==> config.mk <==
export PLATFORM = sky130hd
export DESIGN_NAME = usb_bit_strobe_gen
export DESIGN_NICKNAME = d
export VERILOG_FILES = /design/src/rtl/usb_bit_strobe_gen.sv
export SDC_FILE = /design/constraint.sdc
export NUM_CORES = 1
export LEC_CHECK = 0
export BUFFER_PORTS_ARGS = -buffer_cell sky130_fd_sc_hd__buf_2
export CORE_AREA = 2 2 65 67
export DETAILED_ROUTE_END_ITERATION = 10
export DIE_AREA = 0 0 67 69
export PLACE_DENSITY_LB_ADDON = 0.3
export RECOVER_POWER = 25
export SETUP_SLACK_MARGIN = 0.15
export SLEW_MARGIN = 20
export SYNTH_ARGS = -nofsm -noshare
export SYNTH_HDL_FRONTEND = slang
export SYNTH_SLANG_ARGS = --single-unit
==> constraint.sdc <==
create_clock -name clk -period 3.07 [get_ports clk]
set_input_delay 0.7675 -clock clk [delete_from_list [all_inputs] [get_ports clk]]
set_output_delay 0.7675 -clock clk [all_outputs]
set_load 0.1 [all_outputs]
==> src/rtl/usb_bit_strobe_gen.sv <==
// Bit-rate strobe generator: divides clk by div_int + div_frac/2^FRAC_W using a
// phase accumulator, with mid-bit strobe, RX phase resync and bit/byte position.
module usb_bit_strobe_gen #(
   parameter int CNT_W  = 5,
   parameter int FRAC_W = 4
) (
   input  logic              clk,
   input  logic              n_rst,
   input  logic              enable,
   input  logic [CNT_W-1:0]  div_int,
   input  logic [FRAC_W-1:0] div_frac,
   input  logic              load,
   input  logic              resync,
   output logic              bit_en,
   output logic              half_en,
   output logic              byte_en,
   output logic [2:0]        bit_idx
);

   localparam int LW = CNT_W + 1;

   typedef enum logic {IDLE = 1'b0, RUN = 1'b1} state_t;

   state_t            state;
   state_t            state_nxt;
   logic [CNT_W-1:0]  int_s;
   logic [CNT_W-1:0]  int_clamp;
   logic [CNT_W-1:0]  int_use;
   logic [FRAC_W-1:0] frac_s;
   logic [FRAC_W-1:0] frac_use;
   logic [FRAC_W-1:0] acc;
   logic [FRAC_W:0]   acc_sum;
   logic [LW-1:0]     cnt;
   logic [LW-1:0]     cur_len;
   logic [LW-1:0]     half_len;
   logic [LW-1:0]     len_nxt;
   logic              active;

   assign int_clamp = (div_int < CNT_W'(2)) ? CNT_W'(2) : div_int;

   // A load coinciding with a bit boundary already governs that boundary's length.
   assign int_use  = load ? int_clamp : int_s;
   assign frac_use = load ? div_frac  : frac_s;

   assign acc_sum  = {1'b0, acc} + {1'b0, frac_use};
   assign len_nxt  = {1'b0, int_use} + {{CNT_W{1'b0}}, acc_sum[FRAC_W]};
   assign half_len = cur_len >> 1;

   assign active  = (state == RUN) && enable;
   assign bit_en  = active && (cnt == cur_len - LW'(1));
   assign half_en = active && (cnt == half_len - LW'(1)) && !resync;
   assign byte_en = bit_en && (bit_idx == 3'd7);

   always_ff @(posedge clk or negedge n_rst) begin
      if (!n_rst) state <= IDLE;
      else        state <= state_nxt;
   end

   always_comb begin
      state_nxt = state;
      case (state)
         IDLE:    if (enable)  state_nxt = RUN;
         RUN:     if (!enable) state_nxt = IDLE;
         default: state_nxt = IDLE;
      endcase
   end

   always_ff @(posedge clk or negedge n_rst) begin
      if (!n_rst) begin
         cnt     <= '0;
         acc     <= '0;
         cur_len <= LW'(2);
         int_s   <= '0;
         frac_s  <= '0;
         bit_idx <= 3'd0;
      end else if (state == IDLE) begin
         if (enable) begin
            int_s   <= int_clamp;
            frac_s  <= div_frac;
            cur_len <= {1'b0, int_clamp};
            cnt     <= '0;
            acc     <= '0;
            bit_idx <= 3'd0;
         end
      end else if (!enable) begin
         cnt     <= '0;
         acc     <= '0;
         bit_idx <= 3'd0;
      end else begin
         if (load) begin
            int_s  <= int_clamp;
            frac_s <= div_frac;
         end
         if (bit_en) begin
            acc     <= acc_sum[FRAC_W-1:0];
            cur_len <= len_nxt;
            bit_idx <= bit_idx + 3'd1;
            // Resync on a boundary centres the phase within the newly computed bit.
            cnt     <= resync ? (len_nxt >> 1) : '0;
         end else begin
            cnt     <= resync ? half_len : cnt + LW'(1);
         end
      end
   end

endmodule

==> impl_metrics.json, run 1 <==
{
  "initial_core_util_pct": 57.3,
  "grt_max_degree": 30,
  "syn_avg_cell_area_um2": 9.27,
  "finalSetupTns_ns": 0,
  "via_per_inst": 6.27,
  "required_ns": 3.25,
  "worst_pin_slew_ns": 1.57,
  "synth_cells": 242,
  "synth_flop_cell": "dfrtp_1",
  "yosysWarnings": 0,
  "p_switching_uw": 648,
  "drc_errors": 0,
  "grt_pass1_wl_mm": 9.74,
  "crit_path_cell_trace": "buf_8 -> mux2_4 -> ha_4 -> fa_2 -> a21o_1 -> a21o_1 -> ha_2 -> ha_4 -> xor2_2 -> or4_1 -> o311ai_1",
  "clkLatencyLatePin_ns": 0.28,
  "combPwrFrac_pct": 43.7,
  "worstSetupPathType": "in2reg",
  "slowest_stage": "or4_1",
  "cts-htree-levels": 2,
  "critPathTopFamily": "adder cells",
  "cts_tree": "yes",
  "synthXorXnorAreaFrac_pct": 8.59,
  "ys_ff_latch": 29,
  "ir_drop_v": 0.000388,
  "area_growth_pct": 26.7,
  "critPathCaptureType": "flop",
  "place_congestion": 0.954,
  "start_kind": "input pin",
  "synth_top_cell_area_share_pct": 31.3,
  "hold_path_class": "reg2reg",
  "synth.area.mux_share_pct": 7.76,
  "setup_violations": 0,
  "first_global_vias": 2053,
  "grtUsageTotal_pct": 26.9,
  "pwr_density_cell_nw_per_um2": 587,
  "detail_route.wl_per_cell_um": 17.4,
  "critPathMaxStageDelay_ns": 0.48,
  "cts.clk_slew.worst_paths_ns": 0.06,
  "wl_mm": 5.70,
  "drive_gt1_share_pct": 35.0,
  "core_um2": 3910,
  "holdBufCountCts": 0,
  "power_frac_seq_pct": 31.5,
  "synth_compound_area_share_pct": 21.0,
  "period_minus_slack_ns": 2.96,
  "chipWidth_um": 67,
  "clock_sinks": 29,
  "relSlewSlack_pct": -4.87,
  "syn_nets": 269,
  "drtPass1Iterations": 5,
  "clock_path_buffers": 2,
  "ant_nets": 0,
  "synth_top_family_by_area": "compound AO/OA/AOI/OAI gates",
  "crit_arrival_ns": 3.14,
  "path_buf_inv": 1,
  "antenna_cells": 0,
  "drv_cap": 1,
  "finalHoldViolCount": 0,
  "synthTopCellsByArea": "dfrtp_1, ha_1, mux2_2",
  "die_h_um": 69,
  "status": "complete, but fails checks",
  "grt_setup_unrepaired": "yes",
  "synthSimpleGateAreaFrac_pct": 16.5,
  "synth_edf_count": 0,
  "cts_made_buffers": 5,
  "antenna_found_initial": 0,
  "fin_area_um2": 2840,
  "failed_checks": "capacitance limit, slew limit",
  "vias": 2051,
  "num-nets-final": 303,
  "r2r_slack_ns": 0.35,
  "hold_ws_ns": 0.481,
  "rows": 23,
  "cp_max_fo": 4,
  "overflow": 0,
  "power_mw": 1.67,
  "maxSlewViolCount": 30,
  "pin_count": 20,
  "yosysMostFrequentCell": "dfrtp_1",
  "yosysSeqAreaShare_pct": 32.4,
  "die_area_um2": 4620,
  "async_flop_share_pct": 100,
  "synthAdderAreaFrac_pct": 7.59,
  "switching_share_pct": 38.9,
  "synthesis.area_um2": 2240,
  "internal_power_mw": 1.02,
  "ys_types": 57,
  "fmaxAchievable_mhz": 338,
  "skew_ns": 0.00425,
  "synth_top_cell_by_area": "dfrtp_1",
  "clockRootBuffer": "clkbuf_8",
  "dp_hpwl_mm": 3.85,
  "synth_commonest_cells": "dfrtp_1, nand2_1, xnor2_1, o211ai_1",
  "first_iter_violations": 189,
  "leakage_nw": 1.20,
  "pwr-share-clk_pct": 24.8,
  "post_dp_cell_area_um2": 2560,
  "period_share_pct": 96.4,
  "port_buffers": 19
}
[flip-flops by register name (all words and copies together) (netlist names)]
| signal | cells |
|---|---|
| cnt | 6 |
| cur_len | 6 |
| int_s | 5 |
| acc | 4 |
| frac_s | 4 |
| bit_idx | 3 |
| state | 1 |
[metrics by stage]
step / setup slack [ns] / utilization (%) / instances
3_3_place_gp: -0.0993 / 65.3 / 311
2_1_floorplan: -0.169 / - / 242
3_5_place_dp: -0.129 / 65.3 / 311
5_1_grt: 0.0196 / 72.6 / 327
4_1_cts: 0.137 / 70.0 / 323
6_report: 0.110 / 72.6 / 327
[kinds of logic (layout without fill, tap and decap cells)]
kind of cell,after synthesis,count (layout)
simple gates,73,73
compound gates,60,60
flops,29,29
buf+inv,29,64
xor+xnor,22,22
mux,16,16
fa+ha+maj,13,13
[final cells by class]
class	count	area (um^2)
multi-input cells	184	1550
fillers	312	1070
flip-flops and latches	29	729
repair buffers	44	337
clock buffers	7	86.3
well taps	50	62.6
inverters	12	48.8
clock inverters	1	30.0
[power by group through the flow]
| stage | clock network [mW] | registers (mW) | logic, mW |
|---|---|---|---|
| 2_1_floorplan | 0 | 0.489 | 0.471 |
| 3_3_place_gp | 0 | 0.521 | 0.581 |
| 3_5_place_dp | 0 | 0.525 | 0.591 |
| 4_1_cts | 0.422 | 0.519 | 0.653 |
| 5_1_grt | 0.431 | 0.533 | 0.791 |
| 6_report | 0.414 | 0.525 | 0.729 |
[tightest hold or removal path: stages (launching register included)]
cell and delay, ns:
dfrtp_1 0.34, nand2_1 0.04, o21ai_0 0.06
[per-layer routing]
metal	global-route usage [%]	share of wire, %	vias to the layer above
met2	43.1	49	77
li1	-	-	951
met1	35.6	43	1008
met3	4.89	6.1	15
met5	0	0	-
met4	10.2	2.3	0
[worst paths after layout]
| path | end | depth (start not counted) | startpoint |
|---|---|---|---|
| worst min register to register | int_s[0]$_DFFE_PN0P_ | 2 | int_s[0]$_DFFE_PN0P_ |
| min in group asynchronous | frac_s[2]$_DFFE_PN0P_ | 1 | n_rst |
| max in group asynchronous | cur_len[2]$_DFFE_PN0P_ | 1 | n_rst |
| worst min-delay path | int_s[0]$_DFFE_PN0P_ | 2 | int_s[0]$_DFFE_PN0P_ |
| worst max-delay path | cur_len[2]$_DFFE_PN0P_ | 11 | load |
| worst max register to register | cur_len[2]$_DFFE_PN0P_ | 10 | frac_s[0]$_DFFE_PN0P_ |
[what timing repair did]
action | CTS | global route
resized for setup | 11 | 16
setup buffers | 4 | 4
setup endpoints to repair | 3 | 11
pin swaps | 6 | 10
[layout by cell type (no fill, tap or decap), drive strengths merged, types with 8 or more instances in the layout]
cell	count
a21oi	9
buf	43
clkbuf	8
dfrtp	28
ha	12
inv	11
mux2	11
nand2	27
nor2	12
o211ai	14
xnor2	14
xor2	8
(Power assumes the default switching activity.)
==> run 2: changes to the inputs <==
ABC_AREA = 1   (was unset)
CORE_AREA = 2 2 64 66   (was 2 2 65 67)
DIE_AREA = 0 0 66 68   (was 0 0 67 69)
==> run 2 against run 1 <==
- sequential share of layout area up 2.0 points
- final area fell by 7.5%
- the flow still finishes with violations (capacitance limit, slew limit)
- setup slack gained 0.12 ns
- hold slack improved by 0.016 ns
- flip-flop and latch count unchanged
- synthesized cell count up 35%
- via count rose by 6.2%
- die area is 2.9% lower
- power decreased by 22%
- routed wire length decreased by 8.2%
- final cell count grew 23%
- critical path type is now reg2out
- sequential power decreased by 12%
==> impl_metrics.json, run 2 <==
{
  "r2r_slack_ns": 0.64,
  "start_kind": "flop",
  "synth_edf_count": 0,
  "synthTopCellsByArea": "dfrtp_1, nand2_1, ha_1",
  "first_global_vias": 2022,
  "status": "complete, but fails checks",
  "crit_arrival_ns": 2.07,
  "fin_util_pct": 68.1,
  "endpoint": "byte_en",
  "ys_types": 33,
  "rr_worst_depth": 17,
  "required_ns": 2.30,
  "rows": 23,
  "holdBufCountCts": 0,
  "grt_max_degree": 30,
  "critPathMaxStageDelay_ns": 0.58,
  "hold_path_class": "reg2reg",
  "leakage_nw": 1.44,
  "critPathTopFamily": "simple AND/OR/NAND/NOR gates",
  "finalHoldViolCount": 0,
  "drive_gt1_share_pct": 20.2,
  "core_um2": 3860,
  "initial_core_util_pct": 57.9,
  "clockRootBuffer": "clkbuf_8",
  "finalSetupTns_ns": 0,
  "antenna_cells": 0,
  "overflow": 0,
  "slowest_stage": "dfstp_2",
  "drtPass1Iterations": 4,
  "critPathCaptureType": "output port",
  "pin_count": 20,
  "path_buf_inv": 2,
  "clock_sinks": 29,
  "area_growth_pct": 17.8,
  "final_cell_mix": "nand2_1, inv_1, dfrtp_1, nand3_1, nor2_1",
  "synth_commonest_cells": "nand2_1, inv_1, dfrtp_1, nand3_1, nor2_1",
  "chipWidth_um": 66,
  "skew_ns": 0.0107,
  "cts-htree-levels": 2,
  "yosysWarnings": 0,
  "yosysSeqAreaShare_pct": 32.6,
  "die_area_um2": 4490,
  "synthesis.area_um2": 2230,
  "critical_path_cell_count": 9,
  "num-nets-final": 377,
  "synth_flop_cell": "dfrtp_1",
  "clock_path_buffers": 2,
  "maxSlewViolCount": 30,
  "cp_max_fo": 6,
  "drc_errors": 0,
  "worstSetupPathType": "reg2out",
  "port_buffers": 19,
  "ant_nets": 0,
  "period_minus_slack_ns": 2.84,
  "via_per_inst": 5.43,
  "r2r-end": "cur_len[4]$_DFFE_PN0P_",
  "dp_hpwl_mm": 3.83,
  "pwr_density_cell_nw_per_um2": 492,
  "worstReg2RegStart": "frac_s[0]$_DFFE_PN0P_",
  "fin_area_um2": 2630,
  "worst_pin_slew_ns": 1.59,
  "seq_area_um2": 727,
  "first_iter_violations": 168,
  "drv_cap": 1,
  "synth_cells": 326,
  "multi_input_area_um2": 1370,
  "nFillCells": 340,
  "failed_checks": "capacitance limit, slew limit",
  "grt_setup_unrepaired": "yes",
  "cts_made_buffers": 5,
  "layout_commonest_cell": "nand2_1",
  "detail_route.wl_per_cell_um": 13.0,
  "post_dp_cell_area_um2": 2430,
  "startpoint": "cur_len[1]$_DFFE_PN1P_",
  "ir_drop_v": 0.000372,
  "synth_top_cell_area_share_pct": 31.4,
  "cts.clk_slew.worst_paths_ns": 0.07,
  "setup_violations": 0,
  "die_h_um": 68,
  "vias": 2178,
  "syn_avg_cell_area_um2": 6.84,
  "yosysMostFrequentCell": "nand2_1",
  "clkLatencyLatePin_ns": 0.29,
  "grtUsageTotal_pct": 26.0,
  "reg_top3": "cnt (6), cur_len (6), int_s (5)",
  "grt_pass1_wl_mm": 8.80,
  "place_congestion": 0.904,
  "antenna_found_initial": 0,
  "relSlewSlack_pct": -5.79,
  "syn_nets": 353,
  "crit_top_cell": "nor2_4",
  "crit_path_cell_trace": "inv_4 -> ha_2 -> xnor2_1 -> nor2_1 -> nand2_1 -> nor2_4 -> nand3_4 -> nor2_4 -> buf_12",
  "cts_tree": "yes",
  "synth_top_cell_by_area": "dfrtp_1",
  "async_flop_share_pct": 100,
  "period_share_pct": 92.5,
  "fmaxAchievable_mhz": 352,
  "wl_mm": 5.23,
  "ys_ff_latch": 29
}
run 2: changes by cell type in the layout (fill, tap and decap cells not counted), sizes merged, moves of 13 or more:
cell / before / now
nand3: 6 / 27
nand2: 27 / 128
buf: 43 / 24
nor2: 12 / 29
inv: 11 / 36
o211ai: 14 / 1
run 2: kinds of logic after synthesis:
logic type      after synthesis  share of synthesized area [%]
buf+inv                      47                           8.86
flops                        29                           32.6
xor+xnor                     10                           3.93
compound gates               34                           8.97
simple gates                193                           38.0
fa+ha+maj                    13                           7.63
run 2: what timing repair did:
| item | 4_1_cts | 5_1_grt |
|---|---|---|
| pin swaps | 1 | 5 |
| endpoints found under the setup margin | 1 | 4 |
| gates resized for setup | 4 | 12 |
| buffers inserted | 1 | 2 |
run 2: worst register-to-register path, stage by stage, from the launching register on:
cell     delay (ns)
dfrtp_1        0.36
inv_1          0.07
o21ai_1        0.09
ha_2           0.21
fa_2           0.34
nand2_1        0.06
inv_1          0.04
o21ai_0        0.14
nand2_1        0.08
ha_1           0.22
ha_2           0.21
nand2_1        0.07
o21ai_0        0.10
nand2_1        0.10
nand2_1        0.05
nand2_1        0.07
nand3_1        0.07
nand2_1        0.10
run 2: layout make-up:
cell class                      instances  area share, %
Inverter                               38           5.52
Clock inverter                          3           2.48
Sequential cell                        29           27.7
Multi-Input combinational cell        250           52.2
Tap cell                               50           2.38
Timing Repair Buffer                   26           7.14
Clock buffer                            5           2.62
run 2: worst min-delay path by stage:
stage                      startpoint  cells past startpoint                      to
4_1_cts        cur_len[1]$_DFFE_PN1P_                      2  cur_len[1]$_DFFE_PN1P_
3_3_place_gp     int_s[4]$_DFFE_PN0P_                      2    int_s[4]$_DFFE_PN0P_
3_5_place_dp     int_s[4]$_DFFE_PN0P_                      2    int_s[4]$_DFFE_PN0P_
5_1_grt          int_s[2]$_DFFE_PN0P_                      2    int_s[2]$_DFFE_PN0P_
2_1_floorplan      acc[2]$_DFFE_PN0P_                      2      acc[2]$_DFFE_PN0P_
6_report           acc[0]$_DFFE_PN0P_                      2      acc[0]$_DFFE_PN0P_
run 2: metrics by stage:
stage                     cells  hold WS (ns)  setup slack, ns  total power, mW
after floorplan             326         0.448            0.159            0.706
after global placement      390         0.471            0.194            0.772
after detailed placement    390         0.480           0.0970            0.783
after CTS                   399         0.494            0.166             1.28
after global routing        401         0.525            0.105             1.37
final                       401         0.497            0.229             1.29
run 2: layer usage:
| metal | wire length (um) | GRT usage [%] |
|---|---|---|
| met1 | 2370 | 31.7 |
| met2 | 2600 | 46.6 |
| met3 | 163 | 3.45 |
| met4 | 96 | 10.7 |
| met5 | 0 | 0 |
run 2: report_power, final:
| part | total [mW] | internal, mW | switching (mW) | leakage [nW] |
|---|---|---|---|---|
| clock network | 0.478 | 0.322 | 0.156 | 0.0681 |
| logic | 0.355 | 0.132 | 0.223 | 0.993 |
| registers | 0.460 | 0.417 | 0.0438 | 0.375 |
| total | 1.29 | 0.871 | 0.422 | 1.44 |
==> run 3: changes to the inputs <==
CAP_MARGIN = 20   (was unset)
MAX_ROUTING_LAYER = met4   (was unset)
==> run 3 against run 2 <==
- the run still ends with capacitance limit, slew limit left
- sequential share of layout area unchanged
- hold slack hardly changed
- clock power is essentially flat
- power decreased by 0.13%
- highest routed layer unchanged
==> impl_metrics.json, run 3 (synthesized netlist as in run 2, its figures left out) <==
{
  "status": "complete, but fails checks",
  "failed_checks": "capacitance limit, slew limit",
  "critPathCaptureType": "output port",
  "grt_max_degree": 30,
  "layout_commonest_cell": "nand2_1",
  "die_area_um2": 4490,
  "seq_area_um2": 727,
  "ant_nets": 0,
  "area_growth_pct": 17.8,
  "placedCellCount": 390,
  "drc_errors": 0,
  "switching_share_pct": 32.6,
  "clockRootBuffer": "clkbuf_8",
  "crit_path_cell_trace": "inv_4 -> ha_2 -> xnor2_1 -> nor2_1 -> nand2_1 -> nor2_4 -> nand3_4 -> nor2_4 -> buf_12",
  "detail_route.wl_per_cell_um": 13.1,
  "skew_ns": 0.0114,
  "reg_top3": "cnt (6), cur_len (6), int_s (5)",
  "core_um2": 3860,
  "cp_max_fo": 6,
  "drive_gt1_share_pct": 20.2,
  "period_share_pct": 92.4,
  "grt_pass1_wl_mm": 8.81,
  "antenna_found_initial": 0,
  "overflow": 0,
  "num-nets-final": 377,
  "pwr-share-clk_pct": 36.9,
  "cts-htree-levels": 2,
  "clock_sinks": 29,
  "hold_path_class": "reg2reg",
  "cts.clk_slew.worst_paths_ns": 0.07,
  "nFillCells": 340,
  "fmaxAchievable_mhz": 353,
  "chipWidth_um": 66,
  "vias": 2185,
  "worst_pin_slew_ns": 1.59,
  "period_minus_slack_ns": 2.84,
  "grt_setup_unrepaired": "yes",
  "slowest_stage": "dfstp_2",
  "start_kind": "flop",
  "relSlewSlack_pct": -6.08,
  "maxSlewViolCount": 30,
  "dp_hpwl_mm": 3.83,
  "pwr_density_cell_nw_per_um2": 492,
  "holdBufCountCts": 0,
  "power_frac_seq_pct": 35.6,
  "first_iter_violations": 147,
  "drtPass1Iterations": 5,
  "clkLatencyLatePin_ns": 0.29,
  "critPathMaxStageDelay_ns": 0.58,
  "crit_top_cell": "nor2_4",
  "first_global_vias": 2031,
  "final_cells": 401,
  "pin_count": 20,
  "drv_cap": 1,
  "die_h_um": 68,
  "multi_input_area_um2": 1370,
  "finalSetupTns_ns": 0,
  "internal_power_uw": 871,
  "crit_arrival_ns": 2.07,
  "p_switching_uw": 421,
  "port_buffers": 19,
  "final_cell_mix": "nand2_1, inv_1, dfrtp_1, nand3_1, nor2_1",
  "cts_made_buffers": 5,
  "combPwrFrac_pct": 27.5,
  "cts_tree": "yes",
  "via_per_inst": 5.45,
  "wl_mm": 5.25,
  "clock_path_buffers": 2,
  "antenna_cells": 0,
  "setup_violations": 0,
  "finalHoldViolCount": 0,
  "ir_drop_v": 0.000372,
  "rows": 23,
  "grtUsageTotal_pct": 26.7,
  "place_congestion": 0.920,
  "initial_core_util_pct": 57.9,
  "required_ns": 2.30,
  "worstSetupPathType": "reg2out",
  "leakage_nw": 1.44
}
-- run 3: worst max-delay path: cells and delay by family, from the launching register on --
family / cells / cell delay [ns]
and+or+nand+nor: 5 / 0.59
buffers and inverters: 2 / 0.24
xor gates and xnor gates: 1 / 0.12
DFF: 1 / 0.58
adders and majority gates: 1 / 0.26
-- run 3: timing repair --
item                                    in CTS  in global routing
endpoints found under the setup margin       1                  4
pin swaps                                    1                  5
setup buffers                                1                  2
resized for setup                            4                 12
-- run 3: final cells by class --
class,instances,area share [%]
Timing Repair Buffer,26,7.14
Clock inverter,3,2.48
Clock buffer,5,2.62
Inverter,38,5.52
Sequential cell,29,27.7
Tap cell,50,2.38
Multi-Input combinational cell,250,52.2
-- run 3: path summary, 6_finish.rpt --
kind                                        start                     end  slack (ns)  cells after the start
min in group asynchronous                   n_rst  bit_idx[2]$_DFFE_PN0P_        0.87                      1
max in group asynchronous                   n_rst  cur_len[0]$_DFFE_PN0P_        1.26                      1
hold / removal                 acc[0]$_DFFE_PN0P_      acc[0]$_DFFE_PN0P_        0.50                      2
hold reg to reg                acc[0]$_DFFE_PN0P_      acc[0]$_DFFE_PN0P_        0.50                      2
setup / recovery           cur_len[1]$_DFFE_PN1P_                 byte_en        0.23                      9
setup reg to reg            frac_s[0]$_DFFE_PN0P_  cur_len[4]$_DFFE_PN0P_        0.64                     17
-- run 3: metal layers --
metal  vias to the layer above  wire length [um]  global-route usage [%]
li1                       1091                 -                       -
met3                        11               239                    4.93
met1                      1027              2350                    31.5
met5                         -                 0                       -
met2                        56              2580                    46.7
met4                         0                80                    8.42
-- run 3: power groups by stage --
stage               Combinational [mW]  Sequential [mW]  Clock (mW)
global route                     0.400            0.464       0.502
floorplan                        0.257            0.449           0
detailed placement               0.321            0.463           0
global placement                 0.311            0.461           0
CTS                              0.335            0.455       0.485
finish                           0.356            0.460       0.476
-- run 3: per-stage QoR --
step	hold WS [ns]	area [um^2]	setup WS [ns]	power, mW	util, %
3_3_place_gp	0.471	2430	0.194	0.772	63.0
5_1_grt	0.525	2630	0.102	1.37	68.1
6_report	0.497	2630	0.234	1.29	68.1
3_5_place_dp	0.480	2430	0.0970	0.783	63.0
4_1_cts	0.494	2590	0.166	1.28	67.3
2_1_floorplan	0.448	2260	0.159	0.706	-
